`src/rtl/mdio_phy_poll.sv`:
```
// Periodic PHY status poller over an MDIO request/response driver.
// Also issues a PHY soft reset on a debounced push-button press.
module mdio_phy_poll #(
   parameter logic [23:0] TIME_CNT  = 24'd5_000_000,
   parameter logic [19:0] DEB_CNT   = 20'd500_000,
   parameter logic [3:0]  RST_TRIES = 4'd8
) (
   input  logic        sys_clk,
   input  logic        sys_rst_n,
   input  logic        key,
   output logic        op_exec,
   output logic        op_rh_wl,
   output logic [4:0]  op_addr,
   output logic [15:0] op_wr_data,
   input  logic        op_done,
   input  logic [15:0] op_rd_data,
   input  logic        op_rd_ack,
   output logic        link,
   output logic [1:0]  speed,
   output logic        phy_err,
   output logic [1:0]  led
);

   localparam logic [4:0]  REG_BMCR  = 5'h00;
   localparam logic [4:0]  REG_BMSR  = 5'h01;
   localparam logic [4:0]  REG_PHYSR = 5'h11;
   localparam logic [15:0] BMCR_RST  = 16'h9140;

   typedef enum logic [3:0] {
      S_IDLE,
      S_RST_WR,
      S_RST_WR_W,
      S_RST_RD,
      S_RST_RD_W,
      S_BMSR,
      S_BMSR_W,
      S_PHYSR,
      S_PHYSR_W
   } state_t;

   state_t      r_state;
   logic [23:0] r_idle_cnt;
   logic [3:0]  r_try;
   logic        r_pend;
   logic        r_key_s1;
   logic        r_key_s2;
   logic [19:0] r_deb_cnt;
   logic        r_deb_done;
   logic        r_op_exec;
   logic        r_op_rh_wl;
   logic [4:0]  r_op_addr;
   logic [15:0] r_op_wr_data;
   logic        r_link;
   logic [1:0]  r_speed;
   logic        r_phy_err;
   logic [1:0]  r_led;
   logic        w_press;
   logic        w_unused;

   assign op_exec    = r_op_exec;
   assign op_rh_wl   = r_op_rh_wl;
   assign op_addr    = r_op_addr;
   assign op_wr_data = r_op_wr_data;
   assign link       = r_link;
   assign speed      = r_speed;
   assign phy_err    = r_phy_err;
   assign led        = r_led;

   // Only status bits 15, 14 and 2 carry meaning for this poller.
   assign w_unused = ^{op_rd_data[13:3], op_rd_data[1:0]};

   // One accepted press per stable high level of the synchronised key.
   assign w_press = r_key_s2 & ~r_deb_done &
                    (r_deb_cnt == DEB_CNT - 20'd1);

   // Key synchroniser and debounce counter (saturates, never wraps).
   always_ff @(posedge sys_clk) begin
      if (!sys_rst_n) begin
         r_key_s1   <= 1'b0;
         r_key_s2   <= 1'b0;
         r_deb_cnt  <= '0;
         r_deb_done <= 1'b0;
      end else begin
         r_key_s1 <= key;
         r_key_s2 <= r_key_s1;
         if (!r_key_s2) begin
            r_deb_cnt  <= '0;
            r_deb_done <= 1'b0;
         end else if (w_press) begin
            r_deb_done <= 1'b1;
         end else if (!r_deb_done) begin
            r_deb_cnt <= r_deb_cnt + 20'd1;
         end
      end
   end

   // Poll / soft-reset sequencer with registered request and status outputs.
   always_ff @(posedge sys_clk) begin
      if (!sys_rst_n) begin
         r_state      <= S_IDLE;
         r_idle_cnt   <= '0;
         r_try        <= '0;
         r_pend       <= 1'b0;
         r_op_exec    <= 1'b0;
         r_op_rh_wl   <= 1'b1;
         r_op_addr    <= '0;
         r_op_wr_data <= '0;
         r_link       <= 1'b0;
         r_speed      <= 2'b11;
         r_phy_err    <= 1'b0;
      end else begin
         r_op_exec <= 1'b0;
         if (w_press && r_state != S_IDLE)
            r_pend <= 1'b1;
         unique case (r_state)
            S_IDLE: begin
               if (r_pend || w_press) begin
                  r_pend       <= 1'b0;
                  r_idle_cnt   <= '0;
                  r_try        <= '0;
                  r_state      <= S_RST_WR;
                  r_op_exec    <= 1'b1;
                  r_op_rh_wl   <= 1'b0;
                  r_op_addr    <= REG_BMCR;
                  r_op_wr_data <= BMCR_RST;
               end else if (r_idle_cnt == TIME_CNT - 24'd1) begin
                  r_idle_cnt <= '0;
                  r_state    <= S_BMSR;
                  r_op_exec  <= 1'b1;
                  r_op_rh_wl <= 1'b1;
                  r_op_addr  <= REG_BMSR;
               end else begin
                  r_idle_cnt <= r_idle_cnt + 24'd1;
               end
            end
            S_RST_WR: r_state <= S_RST_WR_W;
            S_RST_RD: r_state <= S_RST_RD_W;
            S_BMSR:   r_state <= S_BMSR_W;
            S_PHYSR:  r_state <= S_PHYSR_W;
            S_RST_WR_W, S_RST_RD_W, S_BMSR_W, S_PHYSR_W: begin
               if (op_done && !op_rd_ack) begin
                  r_phy_err <= 1'b1;
                  r_link    <= 1'b0;
                  r_speed   <= 2'b11;
                  r_state   <= S_IDLE;
               end else if (op_done) begin
                  if (r_state == S_RST_WR_W) begin
                     r_state    <= S_RST_RD;
                     r_op_exec  <= 1'b1;
                     r_op_rh_wl <= 1'b1;
                     r_op_addr  <= REG_BMCR;
                  end else if (r_state == S_RST_RD_W) begin
                     if (!op_rd_data[15]) begin
                        r_state    <= S_BMSR;
                        r_op_exec  <= 1'b1;
                        r_op_rh_wl <= 1'b1;
                        r_op_addr  <= REG_BMSR;
                     end else if (r_try == RST_TRIES - 4'd1) begin
                        r_phy_err <= 1'b1;
                        r_state   <= S_IDLE;
                     end else begin
                        r_try      <= r_try + 4'd1;
                        r_state    <= S_RST_RD;
                        r_op_exec  <= 1'b1;
                        r_op_rh_wl <= 1'b1;
                        r_op_addr  <= REG_BMCR;
                     end
                  end else if (r_state == S_BMSR_W) begin
                     if (op_rd_data[2]) begin
                        r_state    <= S_PHYSR;
                        r_op_exec  <= 1'b1;
                        r_op_rh_wl <= 1'b1;
                        r_op_addr  <= REG_PHYSR;
                     end else begin
                        r_link    <= 1'b0;
                        r_speed   <= 2'b11;
                        r_phy_err <= 1'b0;
                        r_state   <= S_IDLE;
                     end
                  end else begin
                     r_link    <= 1'b1;
                     r_speed   <= op_rd_data[15:14];
                     r_phy_err <= 1'b0;
                     r_state   <= S_IDLE;
                  end
               end
            end
            default: r_state <= S_IDLE;
         endcase
      end
   end

   // LEDs follow the status registers one cycle later.
   always_ff @(posedge sys_clk) begin
      if (!sys_rst_n)
         r_led <= 2'b00;
      else
         r_led <= {r_link & (r_speed == 2'b10), r_link};
   end

endmodule

```
`config.mk`:
```
export PLATFORM = sky130hd
export DESIGN_NAME = mdio_phy_poll
export DESIGN_NICKNAME = d
export VERILOG_FILES = /design/src/rtl/mdio_phy_poll.sv
export SDC_FILE = /design/constraint.sdc
export NUM_CORES = 1
export LEC_CHECK = 0
export ABC_AREA = 1
export BUFFER_PORTS_ARGS = -buffer_cell sky130_fd_sc_hd__buf_2
export CORE_ASPECT_RATIO = 0.9
export CORE_MARGIN = 3
export CORE_UTILIZATION = 40
export CTS_CLUSTER_DIAMETER = 120
export DETAILED_ROUTE_END_ITERATION = 10
export MAX_ROUTING_LAYER = met4
export PLACE_DENSITY = 0.66
export SYNTH_ARGS = -nofsm -noshare
export SYNTH_HDL_FRONTEND = slang
export SYNTH_SLANG_ARGS = --single-unit
export TNS_END_PERCENT = 5
```
`constraint.sdc`:
```
create_clock -name sys_clk -period 2.8 [get_ports sys_clk]
set_clock_uncertainty 0.1 [all_clocks]
set_input_delay 0.28 -clock sys_clk [delete_from_list [all_inputs] [get_ports sys_clk]]
set_output_delay 0.28 -clock sys_clk [all_outputs]
set_load 0.1 [all_outputs]
```
**Word-level counts from Yosys, hierarchy flattened**

Index checks and enable logic that the tools add are counted.

- Output and inout bits: 29
- Input bits: 21
- Logic and storage cells: 147
- Flip-flop bits (word level): 70

- Bitwise logic cells: 5
- Reductions and logical operators: 17
- Equality and inequality tests: 30
- Multiplexer cells: 76
- Add/sub/neg operators: 3

Operators with widths:

| cell | count |
|---|---|
| $mux 4 | 14 |
| $mux 5 | 10 |
| $mux 24 | 2 |
| $mux 1 | 36 |
| $add 24x1->24 const B | 1 |
| $eq 24x23->1 const B | 1 |
| $pmux 4 s6 | 1 |
| $add 20x1->20 const B | 1 |
| $eq 20x19->1 const B | 1 |
| $eq 4x3->1 const B | 5 |
| $ne 2x2->1 const B | 9 |
| $mux 2 | 7 |
| $ne 3x3->1 const B | 4 |
| $ne 4x4->1 const B | 3 |
| $pmux 5 s2 | 1 |
| $eq 4x2->1 const B | 2 |
| $pmux 4 s2 | 1 |
| $reduce_and 2->1 | 4 |
| $reduce_and 8->1 | 1 |
| $reduce_and 7->1 | 1 |
| $mux 3 | 2 |
| $reduce_and 6->1 | 1 |
| $ne 5x5->1 const B | 1 |
| $reduce_and 5->1 | 1 |
| other kinds (15) | 21 |

**Logic depth before layout (Yosys ltp)**

Gate-level depths: netlist of the first run.

- Word-level depth: 8
- Depth in mapped cells: 12
- Mapped depth without buffers: 11

**Worst setup path after synthesis of the first run**

OpenSTA, ideal clock, no wires.

- Kind: register to output
- Start point: register, netlist name op_wr_data[6]
- End point: output port op_wr_data[12]
- Stages on the path, launching flop included: 2
- Arrival: 1.409 ns
- Data required time: 2.420 ns
- Path slack: 1.011 ns
- Path buffers: 1
- Cells stage by stage: dfxtp_1 buf_4

RTL lines:

| what | RTL line | RTL |
|---|---|---|
| to (decl) | 14 | `output logic [15:0] op_wr_data,` |

**Final worst setup path of the first run**

- Start point: register r_deb_cnt[0]
- End point: register r_deb_cnt[5]

- Cells in the longest elaborated chain, start to end: 4
- Elaborated cells between the ends (all ways): 5
- Classes of those cells: add/sub: 1; eq/ne: 1; bitwise: 2; reduce/logical: 1

Ends and longest elaborated chain:

| what | RTL line | RTL |
|---|---|---|
| from (decl) | 47 | `logic [19:0] r_deb_cnt;` |
| from (signal assigned) | 92 | `r_deb_cnt <= r_deb_cnt + 20'd1;` |
| branches (longest 4 deep; another with $add 20x1->20) | - |  |

Several ways; the timed one is not identified.
A chain may end at the register's enable or synchronous reset.

==> reports/qor.csv, run 1 <==
stage,metric,value,unit
route,drc,0,
synthesis,synthCells,585,
power_and_ir_drop,clkPwrFrac,32.1,%
global_route,grtUsageTotal,16.3,%
worst_setup_path,crit_top_cell,nand2_1,
hold_path,hold_path_depth,3,
cts,clock_path_buffers,2,
finish,area_growth_syn_to_layout,9.34,%
synthesis,synth_top_area_share,35.1,%
synthesis,async_flop_share,0,%
global_route,grt_pass1_wl,14000,µm
route,wl,7980,µm
hold_path,hp-class,input pin to register,
cts,post_cts_resized,0,
finish,fin_cells,732,
die,start_util,41.5,%
cts,cts_root_buf,clkbuf_8,
die,core_area,9210,µm²
die,num_rows,33,
power_and_ir_drop,ir_worst_vdd,0.466,mV
synthesis,ys_ff_latch,67,
route,wl_met2,3540,µm
route,wl_met1,4030,µm
worst_setup_path,worstSetupEndpointType,register,
hold_path,min_from,key,
synthesis,yosys.area.top_type,dfxtp_1,
cts,h-tree-depth,3,
worst_setup_path,worst_ep_arrival_time,2.37,ns
timing,fin_crit_sh,78.6,%
cts,clkTransAtPathRegs,0.07,ns
timing,worst_slew_pin_slew,0.520,ns
global_route,grt_max_degree,21,
timing,max_slew_margin,65.2,%
power_and_ir_drop,power_frac_comb,30.3,%
timing,rsz0062_at_grt,no,
power_and_ir_drop,p_leak,0.00175,µW
placement,placed_cells,716,
route,drtIter0Drc,135,
synthesis,synth_common_cells,"nand2_1 (154), nor2_1 (93), inv_1 (69)",
route,vias_per_cell,4.71,
worst_setup_path,cp-start-kind,register,
power_and_ir_drop,p_seq_share,37.7,%
power_and_ir_drop,power.total,2850,µW
worst_setup_path,crit_buf_inv,1,
cts,clkLatencyLatePin,0.34,ns
route,num_vias,3450,
finish,nets,629,
route,top_layer,met4,
synthesis,ys.flop_type,dfxtp_1,
placement,port_buffers,21,
cts,cts_setup_buffers,0,
synthesis,synth_edf_count,0,
power_and_ir_drop,switching_share,38.7,%
run_status,status,"complete, no violations",
worst_setup_path,cp_max_fo,20,
route,ant_nets,0,
worst_setup_path,max_stage_delay,0.43,ns
cts,cts_tree,built,
power_and_ir_drop,powerDensity,683,nW/µm²
hold_path,hold_end,r_key_s1,
die,fp.dieH,98.7,µm
timing,max_freq,454,MHz
finish,fillers,931,
worst_setup_path,crit_family,simple AND/OR/NAND/NOR gates,
worst_setup_path,rr_startpoint,r_deb_cnt[0],
worst_setup_path,worst_r2r_endpoint,r_deb_cnt[5],
synthesis,yosysMostFrequentCell,nand2_1,
synthesis,synthTopCellsByArea,"dfxtp_1 (35%), nand2_1 (15%), nor2_1 (9.1%)",
worst_setup_path,path_cells,ha_1 -> nand2_1 -> nor2_1 -> nand3_2 -> nand2_2 -> inv_2 -> nand2_1 -> o21ai_0 -> a21oi_1,
finish,fin_area,4180,µm²
synthesis,synthDistinctLibCells,35,
worst_setup_path,cp_slowest_cell,dfxtp_1,
synthesis,yosys_warnings,0,
timing,hold_viol,0,
worst_setup_path,worst-setup-path-type,register to register,
worst_setup_path,required,2.97,ns
worst_setup_path,regToRegSetupSlack,0.60,ns
route,wire_per_inst,10.9,µm
placement,globalplace.congestion,0.873,
placement,dpl_cell_area,3950,µm²
timing,finalSetupViolCount,0,
die,die_w,109,µm
placement,dp_hpwl,6070,µm
global_route,overflow,0,
cts,numCtsBuffers,9,
timing,fin_crit,2.20,ns
synthesis,ys_seq_area_share,35.1,%
synthesis,syn_area_per_cell,6.53,µm²
cts,cts_hold_buf,0,
die,dieArea,10800,µm²
power_and_ir_drop,p_sw,1100,µW
route,drt_first_pass_iters,4,
route,dr_wl_met3,318,µm
timing,maxSlewViolCount,0,
job,max-cap-violations,0,
finish,layout-drive-gt1-share,10.0,%
global_route,grt_pass1_vias,3184,
finish,num_antenna_cells,0,
power_and_ir_drop,intPower,1750,µW
worst_setup_path,path_depth,9,
timing,setup_tns,0,ns
synthesis,syn_area,3820,µm²
global_route,antenna_found_initial,0,
worst_setup_path,r2r_cells,9,
die,pin_count,50,
cts,cts.sinks,67,
tightest hold or removal path, stage by stage:
cell and delay [ns]:
buf_2 0.09, nand2_1 0.05, inv_1 0.04
routing by layer:
metal | global-route usage (%) | up-vias
met5 | - | -
met4 | 3.98 | 0
met3 | 3.93 | 8
met2 | 24.4 | 56
met1 | 22.1 | 1528
li1 | - | 1858
state kept, by name (all words and copies together) (netlist names):
| signal | flops |
|---|---|
| r_deb_done | 1 |
| phy_err | 1 |
| op_addr | 2 |
| op_exec | 1 |
| r_state | 4 |
| r_key_s2 | 1 |
| r_try | 4 |
| link | 1 |
| op_wr_data | 1 |
| op_rh_wl | 1 |
| led | 2 |
| r_deb_cnt | 20 |
| r_key_s1 | 1 |
| r_pend | 1 |
| r_idle_cnt | 24 |
| speed | 2 |
stage by stage:
stage / hold slack [ns] / worst slack [ns] / utilization (%)
5_1_grt: 0.0345 / 0.303 / 45.4
2_1_floorplan: 0.278 / 1.01 / -
4_1_cts: 0.0393 / 0.580 / 45.4
3_3_place_gp: 0.294 / 0.626 / 42.9
6_report: 0.0468 / 0.598 / 45.4
3_5_place_dp: 0.303 / 0.613 / 42.9
layout make-up:
cell class | count | area, µm² | area share [%]
multi-input combinational | 433 | 2070 | 49.6
sequential | 67 | 1340 | 32.1
timing repair buffer | 22 | 113 | 2.70
tap | 122 | 153 | 3.65
inverter | 72 | 270 | 6.47
clock buffer | 12 | 155 | 3.71
clock inverter | 4 | 72.6 | 1.74
worst max-delay path by stage:
stage,to,startpoint,slack (ns)
global route,r_deb_cnt[9],r_deb_cnt[0],0.30
finish,r_deb_cnt[5],r_deb_cnt[0],0.60
detailed placement,r_deb_cnt[9],r_deb_cnt[0],0.61
floorplan,op_wr_data[12],op_wr_data[6],1.01
global placement,r_deb_cnt[9],r_deb_cnt[0],0.63
CTS,r_deb_cnt[5],r_deb_cnt[0],0.58
cells in the final DEF (no fill, tap or decap), types with 2 or more instances in the layout:
cell | netlist | final
nand3_2 | 3 | 3
conb_1 | 1 | 15
nand3b_1 | 5 | 5
buf_2 | 4 | 21
bufinv_16 | 0 | 2
nand4_1 | 13 | 13
a31oi_1 | 2 | 2
dfxtp_1 | 67 | 67
clkbuf_8 | 0 | 11
nor3_1 | 21 | 21
nor3_4 | 2 | 2
a21oi_1 | 28 | 28
nor2_1 | 93 | 93
xnor2_1 | 2 | 2
nor2_2 | 4 | 4
inv_2 | 3 | 3
nand2_1 | 154 | 154
inv_1 | 69 | 69
nand3_1 | 35 | 35
ha_1 | 3 | 3
nand2_2 | 4 | 4
xor2_1 | 18 | 18
nor2_4 | 3 | 3
o211ai_1 | 3 | 3
o21ai_0 | 16 | 16
kinds of logic after synthesis:
| group | Yosys count | share of synthesized area [%] |
|---|---|---|
| buffers and inverters | 99 | 12.0 |
| and+or+nand+nor | 342 | 39.7 |
| adders and majority gates | 3 | 0.983 |
| other | 1 | 0.0982 |
| DFF | 67 | 35.1 |
| xor gates and xnor gates | 20 | 4.59 |
| AOI/OAI and AO/OA | 53 | 7.50 |
power by group through the flow:
stage	Clock (µW)	Combinational, µW	Sequential (µW)
CTS	949	861	1070
global route	984	942	1080
floorplan	0	545	1280
finish	915	863	1070
detailed placement	0	858	1090
global placement	0	844	1090
(Power assumes the default switching activity.)
==> inputs of run 2 (changes only) <==
--- a/config.mk
+++ b/config.mk
@@ -13,7 +13,7 @@
 export CTS_CLUSTER_DIAMETER = 120
 export DETAILED_ROUTE_END_ITERATION = 10
 export MAX_ROUTING_LAYER = met4
-export PLACE_DENSITY = 0.66
+export PLACE_DENSITY = 0.68
 export SYNTH_ARGS = -nofsm -noshare
 export SYNTH_HDL_FRONTEND = slang
 export SYNTH_SLANG_ARGS = --single-unit
==> constraint.sdc (replaced) <==
create_clock -name sys_clk -period 1.98 [get_ports sys_clk]
set_clock_uncertainty 0.1 [all_clocks]
set_input_delay 0.198 -clock sys_clk [delete_from_list [all_inputs] [get_ports sys_clk]]
set_output_delay 0.198 -clock sys_clk [all_outputs]
set_load 0.1 [all_outputs]
==> run 2 against run 1 <==
Compared with the run above: clock-buffer cell count down 1; via count up 4.6%; non-clock buffer count up 12.
==> reports/qor.csv, run 2 (same netlist as run 1, synthesis figures left out) <==
stage,metric,value,unit,change
finish,largest_reg_flops,24,,unchanged
cts,cts.sinks,67,,unchanged
finish,fin_area,4260,µm²,+2.0%
route,wire_per_inst,11.2,µm,+2.9%
die,pin_count,50,,unchanged
placement,dp_hpwl,6310,µm,+4.0%
timing,hold_ws,0.123,ns,+0.0761 ns
finish,layout_commonest_cell,nand2_1,,
finish,num_antenna_cells,0,,unchanged
worst_setup_path,crit_buf_inv,2,,+1
placement,globalplace.congestion,0.899,,+3.0%
placement,dpl_cell_area,4030,µm²,+2.0%
worst_setup_path,cp-start-kind,register,,
timing,hold_viol,0,,unchanged
route,drt_first_pass_iters,5,,+1
die,num_rows,33,,unchanged
timing,rsz0062_at_grt,no,,
route,num_vias,3610,,+4.6%
finish,largest_register,r_idle_cnt,,
die,dieArea,10800,µm²,unchanged
die,fp.dieH,98.7,µm,unchanged
cts,cts_root_buf,clkbuf_8,,
worst_setup_path,worst-setup-path-type,register to register,,
cts,numCtsBuffers,9,,unchanged
timing,fin_crit_sh,91.4,%,+13 points
finish,reg_top3,"r_idle_cnt (24), r_deb_cnt (20)",,
global_route,grt_pass1_wl,14800,µm,+5.7%
route,wl,8340,µm,+4.6%
worst_setup_path,cp_slowest_cell,dfxtp_1,,
die,core_area,9210,µm²,unchanged
route,drc,0,,unchanged
global_route,overflow,0,,unchanged
worst_setup_path,crit_family,simple AND/OR/NAND/NOR gates,,
worst_setup_path,worstSetupEndpointType,register,,
placement,dp_slack,0.129,ns,-0.484 ns
finish,fillers,954,,+2.5%
job,max-cap-violations,0,,unchanged
placement,port_buffers,21,,unchanged
finish,mostFrequentLayoutCells,"nand2_1 (154), nor2_1 (90), inv_1 (69)",,
cts,clock_path_buffers,2,,unchanged
cts,clkLatencyLatePin,0.34,ns,about the same
power_and_ir_drop,p_leak,0.00180,µW,+3.0%
timing,fin_crit,1.81,ns,-0.392 ns
finish,area_growth_syn_to_layout,11.5,%,
worst_setup_path,required,2.09,ns,-0.88 ns
global_route,grtUsageTotal,17.3,%,+1.1 points
route,wl_met1,3950,µm,-2.1%
timing,setup_tns,0,ns,unchanged
die,die_w,109,µm,unchanged
timing,worst_slew_pin_slew,0.511,ns,-0.00879 ns
route,top_layer,met4,,
cts,clkTransAtPathRegs,0.07,ns,about the same
timing,maxSlewViolCount,0,,unchanged
die,start_util,41.5,%,unchanged
power_and_ir_drop,ir_worst_vdd,0.675,mV,+45%
cts,cts_tree,built,,
worst_setup_path,worst_ep_arrival_time,1.92,ns,-0.45 ns
finish,layout-drive-gt1-share,12.2,%,+2.2 points
global_route,grt_pass1_vias,3380,,+6.2%
power_and_ir_drop,power.total,3890,µW,+36%
global_route,antenna_found_initial,0,,unchanged
worst_setup_path,max_stage_delay,0.48,ns,+0.05 ns
worst_setup_path,crit_top_cell,nand2_1,,
route,ant_nets,0,,unchanged
worst_setup_path,path_cells,inv_1 -> nand2_1 -> nor2_2 -> nor2_1 -> nand2_2 -> nand2_1 -> inv_1 -> nand2_1 -> nand2_1 -> nand2_1 -> nand3_1,,
global_route,grt_max_degree,21,,unchanged
cts,h-tree-depth,3,,unchanged
route,vias_per_cell,4.85,,+2.9%
timing,finalSetupViolCount,0,,unchanged
route,drtIter0Drc,178,,+32%
timing,setup_slack,0.170,ns,-0.428 ns
timing,max_freq,552,MHz,+22%
power_and_ir_drop,powerDensity,914,nW/µm²,+34%
run_status,status,"complete, no violations",,
hold_path,hp-class,input pin to register,,
timing,max_slew_margin,65.6,%,+0.41 points
finish,nets,641,,+1.9%
worst_setup_path,cp_max_fo,7,,-65%
route,dr_wl_met3,442,µm,+39%
route,wl_met2,3880,µm,+9.6%
-- run 2: cell types whose count changed in the layout (fill, tap and decap cells not counted) --
cell,previous run,this run
dfxtp_1,67,65
clkbuf_8,11,10
bufinv_16,2,1
buf_12,0,1
nor2_2,4,7
clkinv_2,1,3
dfxtp_2,0,2
buf_4,1,10
nor2_1,93,90
dlygate4sd3_1,0,2
-- run 2: area by class of cell --
cell class	instances	area, µm²	area share (%)
clock inverter	5	52.6	1.23
tap	122	153	3.58
multi-input combinational	433	2080	48.8
sequential	67	1340	31.5
timing repair buffer	34	220	5.17
clock buffer	11	141	3.32
inverter	72	270	6.34
-- run 2: path summary, 6_finish.rpt --
check                                start       end  slack, ns  depth (start not counted)
worst min-delay path             sys_rst_n  op_rh_wl       0.12                          2
worst max register to register  r_state[0]  op_rh_wl       0.17                         11
worst max-delay path            r_state[0]  op_rh_wl       0.17                         11
worst min register to register    r_key_s1  r_key_s2       0.32                          2
-- run 2: worst register-to-register path: stages, from the launching register on --
cell and delay, ns:
dfxtp_1 0.48, inv_1 0.09, nand2_1 0.13, nor2_2 0.08, nor2_1 0.14, nand2_2 0.12, nand2_1 0.17, inv_1 0.06
nand2_1 0.10, nand2_1 0.07, nand2_1 0.06, nand3_1 0.07
-- run 2: metrics by stage --
step,util [%],cells
after floorplan,-,599
after global placement,43.8,725
after detailed placement,43.8,725
after CTS,46.1,743
after global routing,46.3,744
final,46.3,744
-- run 2: what timing repair did --
item,in CTS,in global routing
setup buffers,0,1
resized for setup,0,5
endpoints found under the setup margin,0,29
hold buffers,2,0
hold endpoints to repair,2,0
-- run 2: where the power goes --
part | internal, µW | switching [µW] | leakage, µW
logic | 281 | 968 | 0.00116
registers | 1440 | 79.6 | 0.000543
clock network | 610 | 515 | 0.0000991
total | 2330 | 1560 | 0.00180
-- run 2: per-layer routing --
| metal | GRT usage [%] | vias up |
|---|---|---|
| met1 | 22.0 | 1610 |
| met4 | 4.76 | 0 |
| li1 | - | 1895 |
| met2 | 27.2 | 94 |
| met3 | 4.78 | 11 |
| met5 | - | - |
